### src/rtl/mem_wb_stage_pkg.sv
// ============================================================================
// Module      : mem_wb_stage_pkg
// Description : Shared CPU definitions: datapath defaults and load funct3 codes.
// Revision    : 1.0 - initial release
// ============================================================================
`default_nettype none

package mem_wb_stage_pkg;

    localparam int DATA_W_DEF = 32;
    localparam int REG_W_DEF  = 5;

    typedef enum logic [2:0] {
        LD_LB  = 3'b000,
        LD_LH  = 3'b001,
        LD_LW  = 3'b010,
        LD_LBU = 3'b100,
        LD_LHU = 3'b101
    } ld_type_e;

endpackage

`default_nettype wire

### src/rtl/mem_wb_stage_load_align.sv
// ============================================================================
// Module      : load_align
// Description : Extracts and extends the addressed byte/halfword of a loaded word.
// Revision    : 1.0 - initial release
// ============================================================================
`default_nettype none

module load_align
    import mem_wb_stage_pkg::*;
#(
    parameter int DATA_W = DATA_W_DEF
) (
    input  logic [DATA_W-1:0] dm_out_i,
    input  logic [2:0]        ld_type_i,
    input  logic [1:0]        byte_off_i,
    output logic [DATA_W-1:0] ld_data_o
);

    logic [7:0]  w_byte;
    logic [15:0] w_half;

    assign w_byte = dm_out_i[{byte_off_i, 3'b000} +: 8];
    assign w_half = dm_out_i[{byte_off_i[1], 4'b0000} +: 16];

    always_comb begin
        ld_data_o = dm_out_i;
        case (ld_type_i)
            LD_LB:   ld_data_o = {{(DATA_W-8){w_byte[7]}}, w_byte};
            LD_LH:   ld_data_o = {{(DATA_W-16){w_half[15]}}, w_half};
            LD_LBU:  ld_data_o = {{(DATA_W-8){1'b0}}, w_byte};
            LD_LHU:  ld_data_o = {{(DATA_W-16){1'b0}}, w_half};
            default: ld_data_o = dm_out_i;
        endcase
    end

endmodule

`default_nettype wire

### src/rtl/mem_wb_stage.sv
// ============================================================================
// Module      : mem_wb_stage
// Description : MEM/WB pipeline buffer: small FIFO holding final writeback values.
// Revision    : 1.0 - initial release
// ============================================================================
`default_nettype none

module mem_wb_stage
    import mem_wb_stage_pkg::*;
#(
    parameter int DATA_W = DATA_W_DEF,
    parameter int REG_W  = REG_W_DEF,
    parameter int DEPTH  = 2
) (
    input  logic                       ACLK,
    input  logic                       ARESETn,
    input  logic                       flush,
    input  logic                       in_valid,
    output logic                       in_ready,
    input  logic [DATA_W-1:0]          in_rd_data,
    input  logic [DATA_W-1:0]          in_dm_out,
    input  logic [REG_W-1:0]           in_rd_addr,
    input  logic                       in_reg_wr,
    input  logic                       in_dm2reg,
    input  logic [2:0]                 in_ld_type,
    input  logic [1:0]                 in_byte_off,
    output logic                       wb_valid,
    input  logic                       wb_ready,
    output logic [REG_W-1:0]           wb_rd_addr,
    output logic [DATA_W-1:0]          wb_data,
    output logic                       wb_reg_wr,
    output logic [$clog2(DEPTH+1)-1:0] count
);

    localparam int PTR_W = $clog2(DEPTH);
    localparam int CNT_W = $clog2(DEPTH+1);
    localparam logic [CNT_W-1:0] C_DEPTH = CNT_W'(DEPTH);

    logic [DATA_W-1:0] data_q [DEPTH];
    logic [REG_W-1:0]  addr_q [DEPTH];
    logic              we_q   [DEPTH];

    logic [PTR_W-1:0]  wr_ptr_q, wr_ptr_d;
    logic [PTR_W-1:0]  rd_ptr_q, rd_ptr_d;
    logic [CNT_W-1:0]  count_q,  count_d;

    logic              w_push;
    logic              w_pop;
    logic [DATA_W-1:0] w_ld_data;
    logic [DATA_W-1:0] w_wb_data;

    load_align #(
        .DATA_W (DATA_W)
    ) u_load_align (
        .dm_out_i   (in_dm_out),
        .ld_type_i  (in_ld_type),
        .byte_off_i (in_byte_off),
        .ld_data_o  (w_ld_data)
    );

    // Writeback value is resolved at push so the read side is a plain mux.
    assign w_wb_data = in_dm2reg ? w_ld_data : in_rd_data;

    assign in_ready = (count_q < C_DEPTH);
    assign wb_valid = (count_q != '0);
    assign w_push   = in_valid && in_ready && !flush;
    assign w_pop    = wb_valid && wb_ready && !flush;

    always_comb begin
        wr_ptr_d = wr_ptr_q;
        rd_ptr_d = rd_ptr_q;
        count_d  = count_q;
        if (flush) begin
            wr_ptr_d = '0;
            rd_ptr_d = '0;
            count_d  = '0;
        end else begin
            if (w_push) wr_ptr_d = wr_ptr_q + 1'b1;
            if (w_pop)  rd_ptr_d = rd_ptr_q + 1'b1;
            if (w_push && !w_pop)      count_d = count_q + 1'b1;
            else if (w_pop && !w_push) count_d = count_q - 1'b1;
        end
    end

    always_ff @(posedge ACLK) begin
        if (!ARESETn) begin
            wr_ptr_q <= '0;
            rd_ptr_q <= '0;
            count_q  <= '0;
        end else begin
            wr_ptr_q <= wr_ptr_d;
            rd_ptr_q <= rd_ptr_d;
            count_q  <= count_d;
        end
    end

    always_ff @(posedge ACLK) begin
        if (w_push) begin
            data_q[wr_ptr_q] <= w_wb_data;
            addr_q[wr_ptr_q] <= in_rd_addr;
            we_q[wr_ptr_q]   <= in_reg_wr && (in_rd_addr != '0);
        end
    end

    assign wb_data    = wb_valid ? data_q[rd_ptr_q] : '0;
    assign wb_rd_addr = wb_valid ? addr_q[rd_ptr_q] : '0;
    assign wb_reg_wr  = wb_valid ? we_q[rd_ptr_q]   : 1'b0;
    assign count      = count_q;

endmodule

`default_nettype wire

### config.mk
export PLATFORM = sky130hd
export DESIGN_NAME = mem_wb_stage
export DESIGN_NICKNAME = d
export VERILOG_FILES = /design/src/rtl/mem_wb_stage_pkg.sv /design/src/rtl/mem_wb_stage_load_align.sv /design/src/rtl/mem_wb_stage.sv
export SDC_FILE = /design/constraint.sdc
export NUM_CORES = 1
export LEC_CHECK = 0
export CAP_MARGIN = 20
export CORE_MARGIN = 1
export CORE_UTILIZATION = 50
export DETAILED_ROUTE_END_ITERATION = 12
export GPL_TIMING_DRIVEN = 1
export PLACE_DENSITY_LB_ADDON = 0.05
export SYNTH_ARGS = -nofsm -noshare
export SYNTH_HDL_FRONTEND = slang
export SYNTH_HIERARCHICAL = 1
export SYNTH_SLANG_ARGS = --single-unit
### constraint.sdc
create_clock -name ACLK -period 5.2 [get_ports ACLK]
set_input_delay 1.04 -clock ACLK [delete_from_list [all_inputs] [get_ports ACLK]]
set_output_delay 1.04 -clock ACLK [all_outputs]
set_load 0.01 [all_outputs]
==> results.json, run 1 <==
{
  "cp.buffers_inverters": 2,
  "cp-end-kind": "primary output",
  "grtUsageTotal": 0.2253,
  "vias_per_cell": 5.464,
  "rows": 33,
  "pwr-share-comb": 0.182,
  "drt_wl_total_um": 9812,
  "skew_ns": 0.01041,
  "grt_pass1_vias": 2984,
  "antenna_found_initial": 0,
  "grt_max_degree": 40,
  "cpPeakStageDelay_ns": 0.87,
  "ys_ff_latch": 81,
  "multiInputGateArea_mm2": 0.001748,
  "cts_setup_buffers": 0,
  "power.internal_uw": 1109,
  "die_area_mm2": 0.008943,
  "start_util": 0.5188,
  "wl_per_cell_um": 17.37,
  "period_share": 0.6669,
  "required_ns": 4.16,
  "status": "finished clean",
  "ios": 123,
  "syn_area_per_cell_um2": 12.45,
  "synth_top_area_cell": "edfxtp_1",
  "antennaDiodeCount": 0,
  "synth_seq_area_share": 0.5561,
  "synthesis.area_mm2": 0.004284,
  "seqPwrFrac": 0.517,
  "final_cells": 565,
  "root_buffer": "clkbuf_8",
  "setup_tns_ns": 0,
  "slowest_stage": "dfxtp_2",
  "cts_resized": 0,
  "fin_nets": 537,
  "drc": 0,
  "worst_skew_pair.late_latency_ns": 0.34,
  "finalPower_uw": 1460,
  "port_buffers": 122,
  "path_max_fanout": 26,
  "synth_area_leaders": "edfxtp_1 53%, mux2i_1 12%, mux2_2 6.6%",
  "cap_violations": 0,
  "yosys_warnings": 6,
  "drt_iter0_drc": 118,
  "gp_congestion": 0.8459,
  "core_area_mm2": 0.008258,
  "p_sw_frac": 0.2403,
  "crit_family": "buffers and inverters",
  "seqCellArea_mm2": 0.002384,
  "maxSlewHeadroom": 0.3549,
  "ctsHoldBuffers": 0,
  "hold_viol_final": 0,
  "synth_cells": 344,
  "p_leak_uw": 0.002022,
  "ys_types": 35,
  "cts_tree": "done",
  "max_freq_mhz": 288.3,
  "fillers": 616,
  "overflow": 0,
  "cts_buffers": 9,
  "placedCellCount": 549,
  "drtPass1Iterations": 4,
  "worstMarginPinSlew_ns": 0.9676,
  "p_clk_frac": 0.301,
  "crit_arrival_ns": 2.43,
  "critical_path_class": "flop to primary output",
  "fin_crit_ns": 3.468,
  "syn_nets": 426,
  "setup_viol": 0,
  "grt_pass1_wl_um": 14920,
  "die_h_um": 94.57,
  "hp-class": "flop to flop",
  "rsz0062_at_grt": "false",
  "synth_top_area_share": 0.5327,
  "vias": 3087,
  "crit_path_start_kind": "flop",
  "syn2layout_area_growth_pct": 34.02,
  "path_cells": "buf_4 -> mux2i_1 -> nor2_1 -> clkdlybuf4s50_1",
  "clk_pin_slew_ns": 0.08,
  "detail-route-antenna-nets": 0,
  "dpl.hpwl_um": 6848,
  "die_w_um": 94.57,
  "switchingPower_uw": 350.8,
  "clk_path_buf_depth": 2,
  "final_layout_size_suffix_gt1_frac": 0.1130,
  "p_per_area_mw_per_mm2": 254.2,
  "cts_max_level": 3,
  "cts_sinks": 81,
  "slew_viol_final": 0,
  "peakVddDrop_uv": 139.1
}
tightest hold or removal path, delay by kind of cell, from the launching register on:
kind / cells / cell delay (ns)
AND/OR/NAND/NOR: 1 / 0.08
XOR/XNOR: 1 / 0.08
flip-flops: 1 / 0.33
synth_stat cells:
master    count
a21oi_1       9
a221o_1       8
a22o_1        8
a22oi_2       1
and2_1        1
and2_4        1
and3_1        1
buf_1         1
buf_2         7
buf_4         2
buf_6         5
clkbuf_1     12
dfxtp_1       5
edfxtp_1     76
ha_1          1
inv_1         4
mux2_1        8
mux2_2       25
mux2i_1      52
mux4_2        1
nand2_1      33
nand2b_1      1
nand3_1       1
nand3b_1      8
nor2_1       43
nor2b_1      10
nor3_1        1
nor3b_1       1
o21a_1        2
o21ai_0       2
o22a_1        8
or3_1         1
or4_1         1
xnor2_1       1
xor2_1        3
final timing paths:
check	from	endpoint	slack (ns)	depth (start not counted)
hold / removal	rd_ptr_q$_SDFFE_PP0P_	flop	0.52	2
hold reg to reg	rd_ptr_q$_SDFFE_PP0P_	flop	0.52	2
setup / recovery	flop	wb_data[26]	1.73	4
setup reg to reg	count[1]$_SDFFE_PP0P_	count[1]$_SDFFE_PP0P_	2.98	6
routing by layer:
metal | share of wire | track usage
met2 | 0.48 | 0.3665
met5 | 0 | 0
met1 | 0.45 | 0.3057
met3 | 0.066 | 0.04106
met4 | 0.0073 | 0.07323
power groups by stage:
stage	Sequential [uW]	Combinational [uW]	Clock (uW)
final	754	266	439
after global routing	757	287	476
after CTS	755	267	448
after detailed placement	770	266	0
after global placement	769	259	0
after floorplan	766	138	0
through the flow:
| step | setup slack, ns | util | area (um^2) | hold slack (ns) |
|---|---|---|---|---|
| final | 1.732 | 0.6953 | 5742 | 0.5224 |
| after floorplan | 1.643 | - | 4284 | 0.4725 |
| after global routing | 1.591 | 0.6953 | 5742 | 0.5641 |
| after detailed placement | 1.463 | 0.6720 | 5549 | 0.5008 |
| after global placement | 1.517 | 0.6695 | 5529 | 0.4861 |
| after CTS | 1.695 | 0.6953 | 5742 | 0.5221 |
kinds of logic after synthesis:
family | share of synthesized area
and+or+nand+nor | 0.1089
adders and majority gates | 0.002920
AOI/OAI and AO/OA | 0.07068
DFF | 0.5561
xor gates and xnor gates | 0.008179
muxes | 0.2135
buffers and inverters | 0.03971
final cells by class:
type                    count  area share
clock inverters             4    0.004576
multi-input cells         232      0.3044
repair buffers            127      0.2214
flip-flops and latches     81      0.4151
well taps                 105     0.02288
clock buffers              12     0.02898
inverters                   4    0.002615
state kept, by name, summed over array words and instances, names as in the netlist, named ones only:
signal    cells
data_q       64
rd_ptr_q      1
we_q          2
addr_q       10
count         2
wr_ptr_q      1
placed cells by master (no fill, tap or decap), drive strengths merged, types with 2 or more instances in the layout:
cell,instances
o21a,2
nand3b,8
clkdlybuf4s50,122
nor2,43
nor2b,10
mux2i,52
o21ai,2
and2,2
xor2,3
o22a,8
buf,5
clkbuf,12
mux2,33
edfxtp,76
dfxtp,5
nand2,33
a21oi,9
inv,4
a22o,8
clkinv,3
a221o,8
Power figures use the tool's default switching activity.
==> inputs of run 2 (changes only) <==
- CORE_UTILIZATION: 50 -> 48
- clock period: 5.2 -> 3.45 ns (I/O delays scaled with it)
==> run 2 against run 1 <==
  * Largest cell class unchanged
  * Hold slack better by 0.00062 ns
  * Critical path depth stayed put
  * Via count is 2.1% higher
  * Count of clock-buffer cells in the layout is 3 lower
  * Cell count is 1.4% higher
==> results.json, run 2 (synthesis gave the netlist of run 1 again) <==
{
  "p_per_area_mw_per_mm2": 411.6,
  "largest_register_ffs": 64,
  "cts_tree": "done",
  "clk_path_buf_depth": 2,
  "drt_wl_total_um": 10360,
  "fin_nets": 542,
  "reg_top3": "data_q x64, addr_q x10",
  "grt_max_degree": 40,
  "root_buffer": "clkbuf_8",
  "drtPass1Iterations": 4,
  "antennaDiodeCount": 0,
  "slew_viol_final": 0,
  "clk_pin_slew_ns": 0.09,
  "min_to": "rd_ptr_q$_SDFFE_PP0P_",
  "cpPeakStageDelay_ns": 0.55,
  "ios": 123,
  "cts_sinks": 81,
  "grt_pass1_vias": 3184,
  "die_w_um": 96.48,
  "ctsHoldBuffers": 0,
  "maxSlewHeadroom": 0.5410,
  "path_cells": "nor2_2 -> buf_4 -> nor2_1 -> clkdlybuf4s50_1",
  "p_leak_uw": 0.002063,
  "peakVddDrop_uv": 236.9,
  "rows": 34,
  "final_layout_size_suffix_gt1_frac": 0.1247,
  "detail-route-antenna-nets": 0,
  "rsz0062_at_grt": "false",
  "overflow": 0,
  "gp_congestion": 0.8774,
  "pwr-share-comb": 0.171,
  "required_ns": 2.76,
  "skew_ns": 0.005325,
  "vias": 3153,
  "vias_per_cell": 5.503,
  "slowest_stage": "clkdlybuf4s50_1",
  "fin_crit_ns": 2.561,
  "die_area_mm2": 0.009307,
  "critical_path_class": "flop to primary output",
  "rr_endpoint": "count[1]$_SDFFE_PP0P_",
  "layout_common_cells": "122 x clkdlybuf4s50_1, 76 x edfxtp_1, 52 x mux2i_1",
  "crit_family": "buffers and inverters",
  "rrSetupSlack_ns": 1.55,
  "cp-end-kind": "primary output",
  "wl_per_cell_um": 18.07,
  "syn2layout_area_growth_pct": 36.19,
  "cts_resized": 0,
  "min-delay-start": "rd_ptr_q$_SDFFE_PP0P_",
  "crit_arrival_ns": 1.87,
  "cp.buffers_inverters": 2,
  "crit_path_start_kind": "flop",
  "regToRegStartpoint": "count[1]$_SDFFE_PP0P_",
  "grtUsageTotal": 0.2341,
  "cap_violations": 0,
  "drc": 0,
  "port_buffers": 122,
  "path_max_fanout": 39,
  "dpl.hpwl_um": 7080,
  "grt_pass1_wl_um": 15730,
  "top_register": "data_q",
  "cts_buffers": 9,
  "final_common_cell": "clkdlybuf4s50_1",
  "ff2ff_path_depth": 7,
  "fillers": 695,
  "core_area_mm2": 0.008678,
  "period_share": 0.7422,
  "setup_viol": 0,
  "hold_path_depth": 2,
  "hp-class": "flop to flop",
  "cts_setup_buffers": 0,
  "switchingPower_uw": 564.9,
  "p_clk_frac": 0.357,
  "fin_util": 0.6723,
  "die_h_um": 96.48,
  "drt_iter0_drc": 138,
  "setup_tns_ns": 0,
  "cts_max_level": 3,
  "max_freq_mhz": 390.5,
  "status": "finished clean",
  "worst_skew_pair.late_latency_ns": 0.35,
  "start_util": 0.4937,
  "hold_viol_final": 0,
  "p_sw_frac": 0.2352,
  "power.internal_uw": 1836,
  "antenna_found_initial": 0,
  "crit_cells": 4,
  "seqPwrFrac": 0.472,
  "worstMarginPinSlew_ns": 0.6870
}
==> run 2: power by group through the flow <==
stage	sequential (uW)	clock, uW	combinational [uW]
floorplan	1160	0	209
global placement	1150	0	400
detailed placement	1160	0	409
CTS	1130	876	411
global route	1140	910	441
finish	1130	858	410
==> run 2: worst register-to-register path: stages, from the launching register on <==
cell,delay [ns]
dfxtp_1,0.37
nor2_2,0.11
buf_4,0.39
inv_1,0.12
nand3_1,0.10
ha_1,0.26
or3_1,0.35
a21oi_1,0.14
==> run 2: worst max path at each step <==
stage	from	endpoint	slack, ns
2_1_floorplan	in_valid	addr_q[0][0]$_DFFE_PP_	0.24
3_3_place_gp	in_byte_off[0]	data_q[1][25]$_DFFE_PP_	0.61
3_5_place_dp	in_byte_off[0]	data_q[0][20]$_DFFE_PP_	0.57
4_1_cts	count[1]$_SDFFE_PP0P_	wb_data[15]	0.86
5_1_grt	count[1]$_SDFFE_PP0P_	wb_data[14]	0.78
6_report	count[1]$_SDFFE_PP0P_	wb_data[14]	0.89
==> run 2: cell type report <==
class	instances	area, um^2	area share
flip-flops and latches	81	2384	0.4085
multi-input cells	232	1743	0.2987
well taps	108	135.1	0.02316
clock inverters	7	125.1	0.02145
repair buffers	132	1309	0.2243
inverters	4	15.01	0.002573
clock buffers	9	123.9	0.02123
==> run 2: routing by layer <==
metal  share of wire  global-route usage  routed length, um  vias to the layer above
met2            0.50              0.3996               5168                      137
met5               0                   0                  0                        -
met4           0.018              0.1078                188                        0
met1            0.43              0.2938               4432                     1508
li1                -                   -                  -                     1494
met3           0.055             0.03286                567                       14
==> run 2: stage by stage <==
stage               cells  setup WS [ns]  hold WS, ns  power, uW  area [um^2]
global placement      557         0.6055       0.4866       1555         5585
detailed placement    557         0.5715       0.5078       1566         5585
CTS                   573         0.8626       0.5320       2421         5834
floorplan             344         0.2425       0.4725       1364         4284
global route          573         0.7836       0.5612       2489         5834
finish                573         0.8894       0.5230       2401         5834
==> inputs of run 3 (changes only) <==
- CORE_UTILIZATION: 48 -> 43
- clock period: 3.45 -> 2.35 ns (I/O delays scaled with it)
==> run 3 against run 2 <==
  * Critical path depth stayed put
  * Cell count is 7.9% higher
  * Clock skew is 0.0031 ns higher
  * Largest power group unchanged
  * Design area is 3.3% higher
  * Highest routed layer unchanged
==> results.json, run 3 (synthesis gave the netlist of run 1 again) <==
{
  "antenna_found_initial": 0,
  "worst_skew_pair.late_latency_ns": 0.36,
  "critical_path_class": "flop to primary output",
  "cp.buffers_inverters": 2,
  "rr_endpoint": "count[1]$_SDFFE_PP0P_",
  "clk_path_buf_depth": 2,
  "peakVddDrop_uv": 338.8,
  "layout_common_cells": "122 x clkdlybuf4s50_1, 76 x edfxtp_1, 52 x mux2i_1",
  "worstMarginPinSlew_ns": 0.5958,
  "required_ns": 1.88,
  "finalPower_uw": 3289,
  "min-delay-start": "rd_ptr_q$_SDFFE_PP0P_",
  "period_share": 0.9558,
  "top_register": "data_q",
  "overflow": 0,
  "crit_family": "buffers and inverters",
  "cts_buffers": 9,
  "grt_pass1_wl_um": 16510,
  "final_common_cell": "clkdlybuf4s50_1",
  "drtPass1Iterations": 4,
  "crit_path_start_kind": "flop",
  "ff2ff_path_depth": 7,
  "clk_pin_slew_ns": 0.08,
  "regToRegStartpoint": "count[1]$_SDFFE_PP0P_",
  "max_freq_mhz": 445.2,
  "drc": 0,
  "grtUsageTotal": 0.2169,
  "p_leak_uw": 0.002160,
  "slowest_stage": "clkdlybuf4s50_1",
  "ios": 123,
  "min_to": "rd_ptr_q$_SDFFE_PP0P_",
  "drt_iter0_drc": 149,
  "drt_wl_total_um": 10630,
  "gp_congestion": 0.7716,
  "hold_path_depth": 2,
  "cpPeakStageDelay_ns": 0.56,
  "slew_viol_final": 0,
  "hold_viol_final": 0,
  "reg_top3": "data_q x64, addr_q x10",
  "ctsHoldBuffers": 0,
  "path_cells": "buf_12 -> mux2i_1 -> nor2_1 -> clkdlybuf4s50_1",
  "place_area_mm2": 0.005797,
  "core_area_mm2": 0.009729,
  "fin_nets": 562,
  "largest_register_ffs": 64,
  "path_max_fanout": 18,
  "status": "finished clean",
  "dpl.hpwl_um": 7540,
  "final_layout_size_suffix_gt1_frac": 0.1608,
  "hp-class": "flop to flop",
  "rrSetupSlack_ns": 0.64,
  "wl_per_cell_um": 17.20,
  "cts_tree": "done",
  "cp-end-kind": "primary output",
  "fin_crit_ns": 2.246,
  "syn2layout_area_growth_pct": 40.68,
  "antennaDiodeCount": 0,
  "die_w_um": 101.8,
  "fin_util": 0.6195,
  "die_h_um": 101.8,
  "detail-route-antenna-nets": 0,
  "port_buffers": 122,
  "crit_arrival_ns": 1.78,
  "root_buffer": "clkbuf_8",
  "grt_max_degree": 39,
  "cts_max_level": 3,
  "die_area_mm2": 0.01037,
  "vias_per_cell": 5.199,
  "rsz0062_at_grt": "false",
  "grt_pass1_vias": 3206,
  "fillers": 823,
  "seqCellArea_mm2": 0.002389,
  "p_per_area_mw_per_mm2": 545.7,
  "design_area_mm2": 0.006027,
  "multiInputGateArea_mm2": 0.001748,
  "cts_sinks": 81,
  "rows": 36,
  "maxSlewHeadroom": 0.6020,
  "skew_ns": 0.008468,
  "start_util": 0.4403,
  "setup_viol": 0,
  "vias": 3213,
  "cap_violations": 0
}
## run 3: cell count changes in the layout (fill, tap and decap cells not counted), sizes merged
cell	before	now
clkinv	0	3
clkinvlp	2	1
inv	6	4
clkbuf	9	11
bufinv	3	1
buf	10	30
## run 3: repair_timing
action                                  4_1_cts  5_1_grt
buffers inserted                              0        5
endpoints found under the setup margin       25       10
resized for setup                             1        2
cloned                                        0        0
## run 3: metal layers
metal / share of wire / track usage
met5: 0 / 0
met1: 0.46 / 0.2944
met3: 0.061 / 0.03625
met4: 0.015 / 0.09560
met2: 0.46 / 0.3446
## run 3: worst reg2reg max path: stages, from the launching register on
cell and delay [ns]:
dfxtp_2 0.36, nor2_4 0.11, buf_4 0.24, inv_1 0.08
nand3_1 0.09, ha_1 0.26, or3_1 0.36, a21oi_1 0.13
## run 3: where the power goes
part,switching [uW],total (uW),internal [uW]
Combinational,274,632,358
Clock,501,991,490
Sequential,16.1,1670,1650
## run 3: layout make-up
cell class,instances,share of cell area
sequential,81,0.3963
timing repair buffer,152,0.2524
clock inverter,5,0.009342
tap,133,0.02761
inverter,4,0.002491
clock buffer,11,0.02180
multi-input combinational,232,0.2900
## run 3: through the flow
step | cells | hold slack (ns) | setup TNS [ns] | setup WS [ns]
floorplan | 344 | 0.4725 | 0 | 0.08631
global placement | 597 | 0.4908 | -8.937 | -0.2021
detailed placement | 597 | 0.4930 | -10.28 | -0.2295
CTS | 613 | 0.5124 | 0 | 0.001444
global route | 618 | 0.5305 | 0 | 0.005752
finish | 618 | 0.5157 | 0 | 0.1039
## run 3: worst max-delay path by stage
stage	from	to	slack (ns)	cells after the start
after floorplan	in_valid	addr_q[0][0]$_DFFE_PP_	0.09	3
after global placement	in_byte_off[1]	data_q[0][20]$_DFFE_PP_	-0.20	6
after detailed placement	in_byte_off[1]	data_q[1][18]$_DFFE_PP_	-0.23	6
after CTS	flop	wb_data[13]	0.001	4
after global routing	flop	wb_data[13]	0.006	4
final	flop	wb_data[13]	0.10	4
